## config.mk

```make
export PLATFORM = sky130hd
export DESIGN_NAME = pc_fetch_unit
export DESIGN_NICKNAME = d
export VERILOG_FILES = /design/src/rtl/mcu_pkg.sv /design/src/rtl/pc_fetch_unit.sv
export SDC_FILE = /design/constraint.sdc
export NUM_CORES = 1
export LEC_CHECK = 0
export CELL_PAD_IN_SITES_DETAIL_PLACEMENT = 0
export CELL_PAD_IN_SITES_GLOBAL_PLACEMENT = 2
export CORE_ASPECT_RATIO = 0.6
export CORE_MARGIN = 3
export CORE_UTILIZATION = 30
export CTS_BUF_LIST = sky130_fd_sc_hd__clkbuf_2
export CTS_CLUSTER_SIZE = 12
export DETAILED_ROUTE_END_ITERATION = 16
export PLACE_DENSITY = 0.89
export SLEW_MARGIN = 20
export SYNTH_ARGS = -nofsm -noshare
export SYNTH_HDL_FRONTEND = slang
export SYNTH_SLANG_ARGS = --single-unit
export TNS_END_PERCENT = 5
```

## constraint.sdc

```tcl
create_clock -name clk -period 3.7 [get_ports clk]
set_input_delay 0.925 -clock clk [delete_from_list [all_inputs] [get_ports clk]]
set_output_delay 0.925 -clock clk [all_outputs]
set_load 0.01 [all_outputs]
```

## src/rtl/mcu_pkg.sv

```systemverilog
// Shared MCU definitions: bus widths, reset PC and the fetch-sequencer state encoding.
// Pure declarations; no latency or flow control applies.
package mcu_pkg;

   localparam int ADDR_W = 8;
   localparam int DATA_W = 16;
   localparam logic [ADDR_W-1:0] RESET_PC = 8'h00;

   typedef enum logic [1:0] {
      IDLE  = 2'd0,
      FETCH = 2'd1,
      HOLD  = 2'd2
   } fetch_state_e;

endpackage

```

## src/rtl/pc_fetch_unit.sv

```systemverilog
// PC register and single-outstanding instruction fetcher; data reaches decode one cycle after ack.
// Decode stalls via instr_ready_i (one-entry buffer held); memory stalls by withholding imem_ack_i.
module pc_fetch_unit #(
   parameter int                ADDR_W   = mcu_pkg::ADDR_W,
   parameter int                DATA_W   = mcu_pkg::DATA_W,
   parameter logic [ADDR_W-1:0] RESET_PC = mcu_pkg::RESET_PC
) (
   input  logic              clk,
   input  logic              rst_n,
   input  logic              halt_i,
   input  logic              jump_i,
   input  logic [ADDR_W-1:0] jump_addr_i,
   output logic [ADDR_W-1:0] pc_o,
   input  logic [ADDR_W-1:0] pc_inc_i,
   output logic              imem_req_o,
   output logic [ADDR_W-1:0] imem_addr_o,
   input  logic              imem_ack_i,
   input  logic [DATA_W-1:0] imem_data_i,
   output logic              instr_valid_o,
   output logic [DATA_W-1:0] instr_o,
   output logic [ADDR_W-1:0] instr_pc_o,
   input  logic              instr_ready_i
);
   import mcu_pkg::*;

   fetch_state_e      state_q, state_d;
   logic [ADDR_W-1:0] pc_q, pc_d;
   logic [ADDR_W-1:0] addr_q, addr_d;
   logic              squash_q, squash_d;
   logic [DATA_W-1:0] instr_q, instr_d;
   logic [ADDR_W-1:0] instr_pc_q, instr_pc_d;

   always_ff @(posedge clk or negedge rst_n) begin
      if (!rst_n) begin
         state_q    <= IDLE;
         pc_q       <= RESET_PC;
         addr_q     <= '0;
         squash_q   <= 1'b0;
         instr_q    <= '0;
         instr_pc_q <= '0;
      end else begin
         state_q    <= state_d;
         pc_q       <= pc_d;
         addr_q     <= addr_d;
         squash_q   <= squash_d;
         instr_q    <= instr_d;
         instr_pc_q <= instr_pc_d;
      end
   end

   // addr_q is latched when a request starts, so a jump during an outstanding
   // request retargets pc_q without disturbing the address memory is serving.
   always_comb begin
      state_d    = state_q;
      pc_d       = pc_q;
      addr_d     = addr_q;
      squash_d   = squash_q;
      instr_d    = instr_q;
      instr_pc_d = instr_pc_q;
      unique case (state_q)
         IDLE: begin
            if (jump_i) begin
               pc_d = jump_addr_i;
            end else if (!halt_i) begin
               state_d = FETCH;
               addr_d  = pc_q;
            end
         end
         FETCH: begin
            if (imem_ack_i) begin
               squash_d = 1'b0;
               if (jump_i) begin
                  pc_d   = jump_addr_i;
                  addr_d = jump_addr_i;
               end else if (squash_q) begin
                  addr_d = pc_q;
               end else begin
                  instr_d    = imem_data_i;
                  instr_pc_d = pc_q;
                  pc_d       = pc_inc_i;
                  state_d    = HOLD;
               end
            end else if (jump_i) begin
               pc_d     = jump_addr_i;
               squash_d = 1'b1;
            end
         end
         HOLD: begin
            // A jump flushes the buffer even when decode is ready this cycle.
            if (jump_i) begin
               pc_d = jump_addr_i;
               if (!halt_i) begin
                  state_d = FETCH;
                  addr_d  = jump_addr_i;
               end else begin
                  state_d = IDLE;
               end
            end else if (instr_ready_i) begin
               if (!halt_i) begin
                  state_d = FETCH;
                  addr_d  = pc_q;
               end else begin
                  state_d = IDLE;
               end
            end
         end
         default: state_d = IDLE;
      endcase
   end

   assign pc_o          = pc_q;
   assign imem_req_o    = (state_q == FETCH);
   assign imem_addr_o   = addr_q;
   assign instr_valid_o = (state_q == HOLD);
   assign instr_o       = instr_q;
   assign instr_pc_o    = instr_pc_q;

endmodule

```

# Yosys cells after proc, flatten, opt, wreduce, memory -nomap -nowiden
# Cells that the tools add are included.
[word_totals] register_bits=43 input_bits=38 out_inout_bits=42
[classes] n_eq_ne=11 muxes=25 bitwise=2 reduce_logical=10
[ops] cell="$mux W8" count=12
[ops] cell="$pmux W8 S3" count=1
[ops] cell="$pmux W8 S2" count=1
[ops] cell="$mux W2" count=7
[ops] cell="$reduce_and A6 Y1" count=2
[ops] cell="$ne A2 B2 Y1 const B" count=4
[ops] cell="$ne A3 B2 Y1 const B" count=2
[ops] cell="$pmux W2 S3" count=1
[ops] cell="$ne A4 B4 Y1 const B" count=1
[ops] cell="$reduce_and A2 Y1" count=2
[ops] cell="$reduce_and A4 Y1" count=1
[ops] cell="$reduce_bool A2 Y1" count=2
[ops] cell="$mux W1" count=3
[ops] cell="$ne A3 B3 Y1 const B" count=1
[ops] cell="$reduce_bool A3 Y1" count=1
[ops] cell="$eq A2 B1 Y1 const B" count=1
[ops] cell="$eq A2 B2 Y1 const B" count=1
[ops] cell="$logic_not A2 Y1" count=1
[ops] cell="$ne A2 B1 Y1 const B" count=1
[ops] cell="$not A1 Y1" count=2
[ops] cell="$reduce_or A2 Y1" count=1

# Longest topological paths before layout
# Gate-level depths: netlist (run 1).
[depth] word_depth=4 depth_mapped=7 depth_no_buf=6

# Least setup slack after synthesis (run 1)
# No wires, ideal clock.
[synth_timing] path_kind="input -> register" from="input jump_i" to="register instr_q[0] (netlist: instr_o[0])" setup_time_ns=0.125 n_path_buf=2 setup_slack_ns=1.599 t_required_ns=3.575 arrival_time_ns=1.976 path_stages=4 path_cell_list="buf_4 > nor3_2 > buf_4 > mux2_2"
[synth_via] elab_chain_len=2
[synth_rtl] item="from (decl)" line="pc_fetch_unit.sv:11" text="input logic jump_i,"
[synth_rtl] item="$not A1 Y1 (no line)"
[synth_rtl] item="$reduce_and A4 Y1 (no line)"
[synth_rtl] item="to (signal assigned)" line="pc_fetch_unit.sv:46" text="instr_q <= instr_d;"
[synth_rtl] item="to (decl)" line="pc_fetch_unit.sv:30" text="logic [DATA_W-1:0] instr_q, instr_d;"
# No other way between the ends.
# A chain may end at the register's enable or synchronous reset.

# Worst setup path after layout (run 1)
[layout_timing] from="register state_q[1]" to="output imem_req_o"
[layout_via] elab_chain_len=1
[layout_rtl] item="from (decl)" line="pc_fetch_unit.sv:26" text="fetch_state_e state_q, state_d;"
[layout_rtl] item="from (signal assigned)" line="pc_fetch_unit.sv:42" text="state_q <= state_d;"
[layout_rtl] item="$eq A2 B1 Y1" line="pc_fetch_unit.sv:112" text="assign imem_req_o = (state_q == FETCH);"
[layout_rtl] item="to (decl)" line="pc_fetch_unit.sv:15" text="output logic imem_req_o,"
# No other way between the ends.

==> metrics.yaml, run 1 <==
status: "finished, final reports clean"
clkLatencyLatePin_ns: 0.39
dp_hpwl_um: 4055
cts_hold_buf: 0
port_buffers: 79
register_area_um2: 1076
cts_made_buffers: 5
finalClockSkew_ns: 0.005569
die_x_um: 112.9
wl_per_cell_um: 16.12
setup_viol: 0
synth_nets: 206
grt-ovfl-total: 0
coreArea_um2: 6359
post-route-util_pct: 46.64
cp.arrival_ns: 2.05
drv_slew: 0
ys_warn_count: 0
grt_pass1_vias: 1474
yosys.area.top_type: "dfrtp_1"
place_inst: 320
nets: 287
die_area_um2: 7923
max-slew-margin-rel_pct: 37.05
place_ws_ns: 0.7455
finalNonFillerCells: 329
fillers: 596
routabilityCongestion: 0.8540
reg2reg_slack_ns: 1.57
min_from: "instr_pc_o[1]"
cts_setup_buffers: 0
cts_resized: 0
grt_usage_pct: 13.19
tightest_slew_ns: 0.9442
root_buffer: "clkbuf_2"
cts_tree: "done"
drc: 0
yosys-top-cells-area: "dfrtp_1, mux2_2, and3_1"
grt_pass1_wl_um: 8204
synth-main-ff-cell: "dfrtp_1"
h-tree-depth: 2
multiInputGateArea_um2: 923.4
wl_um: 5303
fin_ws_ns: 0.7269
grt_max_degree: 44
drt_iter0_drc: 141
synth_top_cell_area_share_pct: 52.28
syn-instance-count: 162
p_leak_uw: 0.001277
area_delta_synth_final_pct: 44.07
totalNegativeSetupSlack_ns: 0
firstDrtPassIters: 4
power_density_nw_per_um2: 769.0
initial_core_util_pct: 32.37
ios: 80
hold_depth: 1
critical_path_class: "flop to primary output"
die_y_um: 70.16
clockBufferDepth: 2
end_kind: "primary output"
antenna_found_initial: 0
vias: 1592
peakVddDrop_uv: 302.3
rr_worst_depth: 6
regToRegEndpoint: "instr_o[13]"
start_kind: "flop"
max_clock_freq_ghz: 0.3364
synth-async-reset-ratio_pct: 100.0
drive_above_1_share_pct: 16.80
worstHoldEndpoint: "instr_pc_o[1]"
cts.clk_slew.worst_paths_ns: 0.21
ant_nets: 0
yosysUniqueCellTypes: 30
final_hold_viol_count: 0
viasPerCell: 4.839
seq_area_frac_synth_pct: 52.28
r2r_start: "state_q[1]"
critPathLaunch: "state_q[1]"
rsz0062_at_grt: "no"
ys_ff_latch: 43
post_synth.cell_area_avg_um2: 12.71
synth_edf_count: 0
fp-row-count: 22
period_minus_slack_ns: 2.973
cap_violations: 0
fin_crit_sh_pct: 80.35
hold_class: "flop to flop"
cp_max_fo: 11
cts.sinks: 43
crit_required_ns: 2.77
netlist_area_um2: 2058
area by class of cell:
class	instances	area share, %
clock inverters	2	0.4219
clock buffers	6	1.013
well taps	84	3.544
multi-input cells	107	31.14
diodes	1	0.08439
flip-flops and latches	43	36.29
repair buffers	80	26.75
inverters	6	0.7595
synthesized netlist by cell type (2+ instances only):
| cell | count |
|---|---|
| o2bb2ai_1 | 8 |
| inv_1 | 5 |
| a221o_1 | 7 |
| and2_1 | 7 |
| nor2_1 | 2 |
| nor2b_1 | 2 |
| o21ai_0 | 3 |
| ha_1 | 6 |
| a21oi_1 | 3 |
| mux2_2 | 26 |
| nand2_1 | 5 |
| and3_1 | 17 |
| a211oi_1 | 8 |
| nor3b_1 | 2 |
| buf_4 | 3 |
| dfrtp_1 | 43 |
| o21a_1 | 2 |
where the power goes:
part	internal (uW)	switching, uW	leakage (uW)
Sequential	684	176	0.000533
Clock	48.3	153	0.0000290
Combinational	694	525	0.000715
flip-flops by register name, indices dropped and copies added (netlist names):
register     count
imem_addr_o      8
instr_o         16
instr_pc_o       8
pc_o             8
squash_q         1
state_q          2
how the worst max path moves through the flow:
stage	to	slack, ns
floorplan	instr_o[0]	1.60
global placement	pc_o[2]	0.80
detailed placement	pc_o[6]	0.75
CTS	imem_req_o	0.69
global route	imem_req_o	0.57
finish	imem_req_o	0.73
through the flow:
step	area (um^2)	hold slack (ns)	power, uW
finish	2965	0.5333	2280
global route	2963	0.5623	2450
CTS	2963	0.5384	2314
detailed placement	2920	0.4740	2099
global placement	2920	0.4887	2085
floorplan	2058	0.5219	1481
critical path: stages, from the launching register on:
cell and delay (ns):
dfrtp_1 0.47, inv_1 0.12, ha_1 0.44, clkdlybuf4s50_1 0.62
placed cells by master (no fill, tap or decap), types with 2 or more instances in the layout:
| master | count |
|---|---|
| a221o_1 | 7 |
| clkdlybuf4s50_1 | 78 |
| nor2_1 | 2 |
| and2_1 | 7 |
| nand2_1 | 5 |
| dfrtp_1 | 43 |
| o21ai_0 | 3 |
| a211oi_1 | 8 |
| o21a_1 | 2 |
| o2bb2ai_1 | 8 |
| and3_1 | 17 |
| nor3b_1 | 2 |
| ha_1 | 6 |
| inv_1 | 5 |
| mux2_2 | 26 |
| a21oi_1 | 3 |
| nor2b_1 | 2 |
| clkbuf_2 | 6 |
layer usage:
metal | global-route usage, % | wire [um] | up-vias
met2 | 17.32 | 2127 | 60
li1 | - | - | 770
met5 | 0 | 0 | -
met1 | 20.36 | 2724 | 760
met4 | 2.800 | 20 | 0
met3 | 4.589 | 430 | 2
cells by family (layout without fill, tap and decap cells):
logic type	Yosys count	count (layout)	synth area share (%)
AOI/OAI and AO/OA	37	37	15.50
and+or+nand+nor	38	38	11.18
other	0	1	0
muxes	26	26	14.22
buffers and inverters	12	94	3.160
DFF	43	43	52.28
adders and majority gates	6	6	3.647
Note: power is estimated with default switching activity, not from simulation.
==> run 2: changes to the inputs <==
--- a/config.mk
+++ b/config.mk
@@ -9,11 +9,11 @@
 export CELL_PAD_IN_SITES_GLOBAL_PLACEMENT = 2
 export CORE_ASPECT_RATIO = 0.6
 export CORE_MARGIN = 3
-export CORE_UTILIZATION = 30
+export CORE_UTILIZATION = 25
 export CTS_BUF_LIST = sky130_fd_sc_hd__clkbuf_2
 export CTS_CLUSTER_SIZE = 12
 export DETAILED_ROUTE_END_ITERATION = 16
-export PLACE_DENSITY = 0.89
+export PLACE_DENSITY = 0.8
 export SLEW_MARGIN = 20
 export SYNTH_ARGS = -nofsm -noshare
 export SYNTH_HDL_FRONTEND = slang
==> constraint.sdc (replaced) <==
create_clock -name clk -period 2.5 [get_ports clk]
set_input_delay 0.625 -clock clk [delete_from_list [all_inputs] [get_ports clk]]
set_output_delay 0.625 -clock clk [all_outputs]
set_load 0.01 [all_outputs]
==> run 2 against run 1 <==
Clock skew increased by 0.015 ns. Register-to-register slack got worse by 1.2 ns. Critical endpoint unchanged. Final cell count grew 8.2%. Final area is 5.0% higher. Clock power increased by 100%. Utilization shrank 5.8 points. Sequential share of layout area down 1.7 points. First-iteration DRC count is 51% lower. Count of clock-buffer cells in the layout decreased by 1.
==> metrics.yaml, run 2 (same netlist as run 1, synthesis figures left out) <==
critical_path_class: "flop to primary output"
rsz0062_at_grt: "no"
top_usage_layer: "met1"
largest_register_ffs: 16  # unchanged
ios: 80  # unchanged
critPathLaunch: "state_q[1]"
initial_core_util_pct: 26.98  # -5.4 points
max_clock_freq_ghz: 0.4259
fin_crit_sh_pct: 93.92
grt-ovfl-total: 0  # unchanged
finalNonFillerCells: 356  # +8.2%
period_minus_slack_ns: 2.348
final_common_cell: "clkdlybuf4s50_1"
wl_um: 5476  # +3.3%
crit_required_ns: 1.88  # -0.89 ns
cts.clk_slew.worst_paths_ns: 0.23  # +0.02 ns
h-tree-depth: 2  # unchanged
reg2reg_slack_ns: 0.35  # -1.22 ns
hold_class: "primary input to asynchronous set/reset pin"
grt_max_degree: 44  # unchanged
area_delta_synth_final_pct: 51.25
routabilityCongestion: 0.7546  # -12%
max-slew-margin-rel_pct: 63.42  # +26 points
clockBufferDepth: 2  # unchanged
status: "finished, final reports clean"
fp-row-count: 24  # +9.1%
cap_violations: 0  # unchanged
ant_nets: 0  # unchanged
finalClockSkew_ns: 0.02033  # +0.01477 ns
cts_hold_buf: 0  # unchanged
drc: 0  # unchanged
cts_made_buffers: 5  # unchanged
root_buffer: "clkbuf_2"
grt_usage_pct: 11.50  # -1.7 points
cp_max_fo: 5  # -6
mostFrequentLayoutCells: "clkdlybuf4s50_1, dfrtp_1, mux2_2, and3_1"
end_kind: "primary output"
final_hold_viol_count: 0  # unchanged
viasPerCell: 4.461  # -7.8%
clkLatencyLatePin_ns: 0.40  # about the same
setup_viol: 0  # unchanged
grt_pass1_vias: 1532  # +3.9%
drive_above_1_share_pct: 20.24  # +3.4 points
nets: 295  # +2.8%
totalNegativeSetupSlack_ns: 0  # unchanged
antenna_found_initial: 0  # unchanged
grt_use_met1_pct: 17.44  # -2.9 points
port_buffers: 79  # unchanged
place_inst: 344  # +7.5%
grt_pass1_wl_um: 8383  # +2.2%
cp.arrival_ns: 1.72  # -0.33 ns
regToRegEndpoint: "imem_addr_o[2]"
peakVddDrop_uv: 255.6  # -15%
cts.sinks: 43  # unchanged
cts_tree: "done"
drv_slew: 0  # unchanged
fillers: 748  # +26%
gr-usage-met2_pct: 15.61  # -1.7 points
firstDrtPassIters: 5  # +1
tightest_slew_ns: 0.5487  # -0.3956 ns
vias: 1588  # -0.25%
start_kind: "flop"
die_y_um: 76.29  # +8.7%
r2r_start: "state_q[1]"
p_leak_uw: 0.001336  # +4.6%
endpoint: "imem_req_o"
drt_iter0_drc: 69  # -51%
die_area_um2: 9394  # +19%
coreArea_um2: 7627  # +20%
grt_util_met3_pct: 3.783  # -0.81 points
rr_worst_depth: 6  # unchanged
total_power_uw: 3582  # +57%
antenna_cells: 0  # -1
wl_per_cell_um: 15.38  # -4.6%
power_density_nw_per_um2: 1151  # +50%
dp_hpwl_um: 4098  # +1.1%
die_x_um: 123.1  # +9.0%
hold_slack_ns: 0.2465  # -0.2869 ns
run 2: report_power, final:
group	switching [uW]	total [uW]	leakage [uW]	internal, uW
combinational	807	1900	0.000762	1100
sequential	259	1270	0.000532	1010
clock	235	404	0.0000429	169
run 2: worst max-delay path, stage by stage, from the launching register on:
cell	delay, ns
dfrtp_1	0.50
inv_1	0.13
ha_1	0.17
clkdlybuf4s50_1	0.54
run 2: area by class of cell:
class                      count  area, um^2  share of cell area (%)
clock buffer                   5       25.02                  0.8039
multi-input combinational    107       935.9                   30.06
tap                          104       130.1                   4.180
sequential                    43        1077                   34.61
timing repair buffer          88       878.3                   28.22
clock inverter                 3       43.79                   1.407
inverter                       6       22.52                  0.7235
run 2: repair_timing:
action,CTS,global route
pin swaps,0,0
cloned,0,0
setup endpoints to repair,1,1
buffers inserted,0,4
resized for setup,1,2
run 2: per-stage QoR:
stage / setup WS [ns] / util (%) / area (um^2)
global route: 0.01240 / 40.81 / 3113
floorplan: 0.5524 / - / 2058
finish: 0.1519 / 40.81 / 3113
CTS: 0.04581 / 40.27 / 3072
detailed placement: 0.06631 / 39.34 / 3000
global placement: 0.1026 / 39.34 / 3000
run 2: worst min path at each step:
stage	to	start	cells after the start	slack (ns)
floorplan	imem_addr_o[0]	rst_n	0	0.33
global placement	instr_o[14]	instr_o[14]	1	0.49
detailed placement	imem_addr_o[7]	imem_addr_o[7]	1	0.48
CTS	instr_o[14]	rst_n	2	0.24
global route	instr_o[14]	rst_n	2	0.22
finish	instr_o[15]	rst_n	2	0.25
run 2: per-layer routing:
layer / share of wire (%) / routed length [um]
met5: 0 / 0
met2: 42 / 2281
met1: 50 / 2765
met3: 7.3 / 402
met4: 0.49 / 27
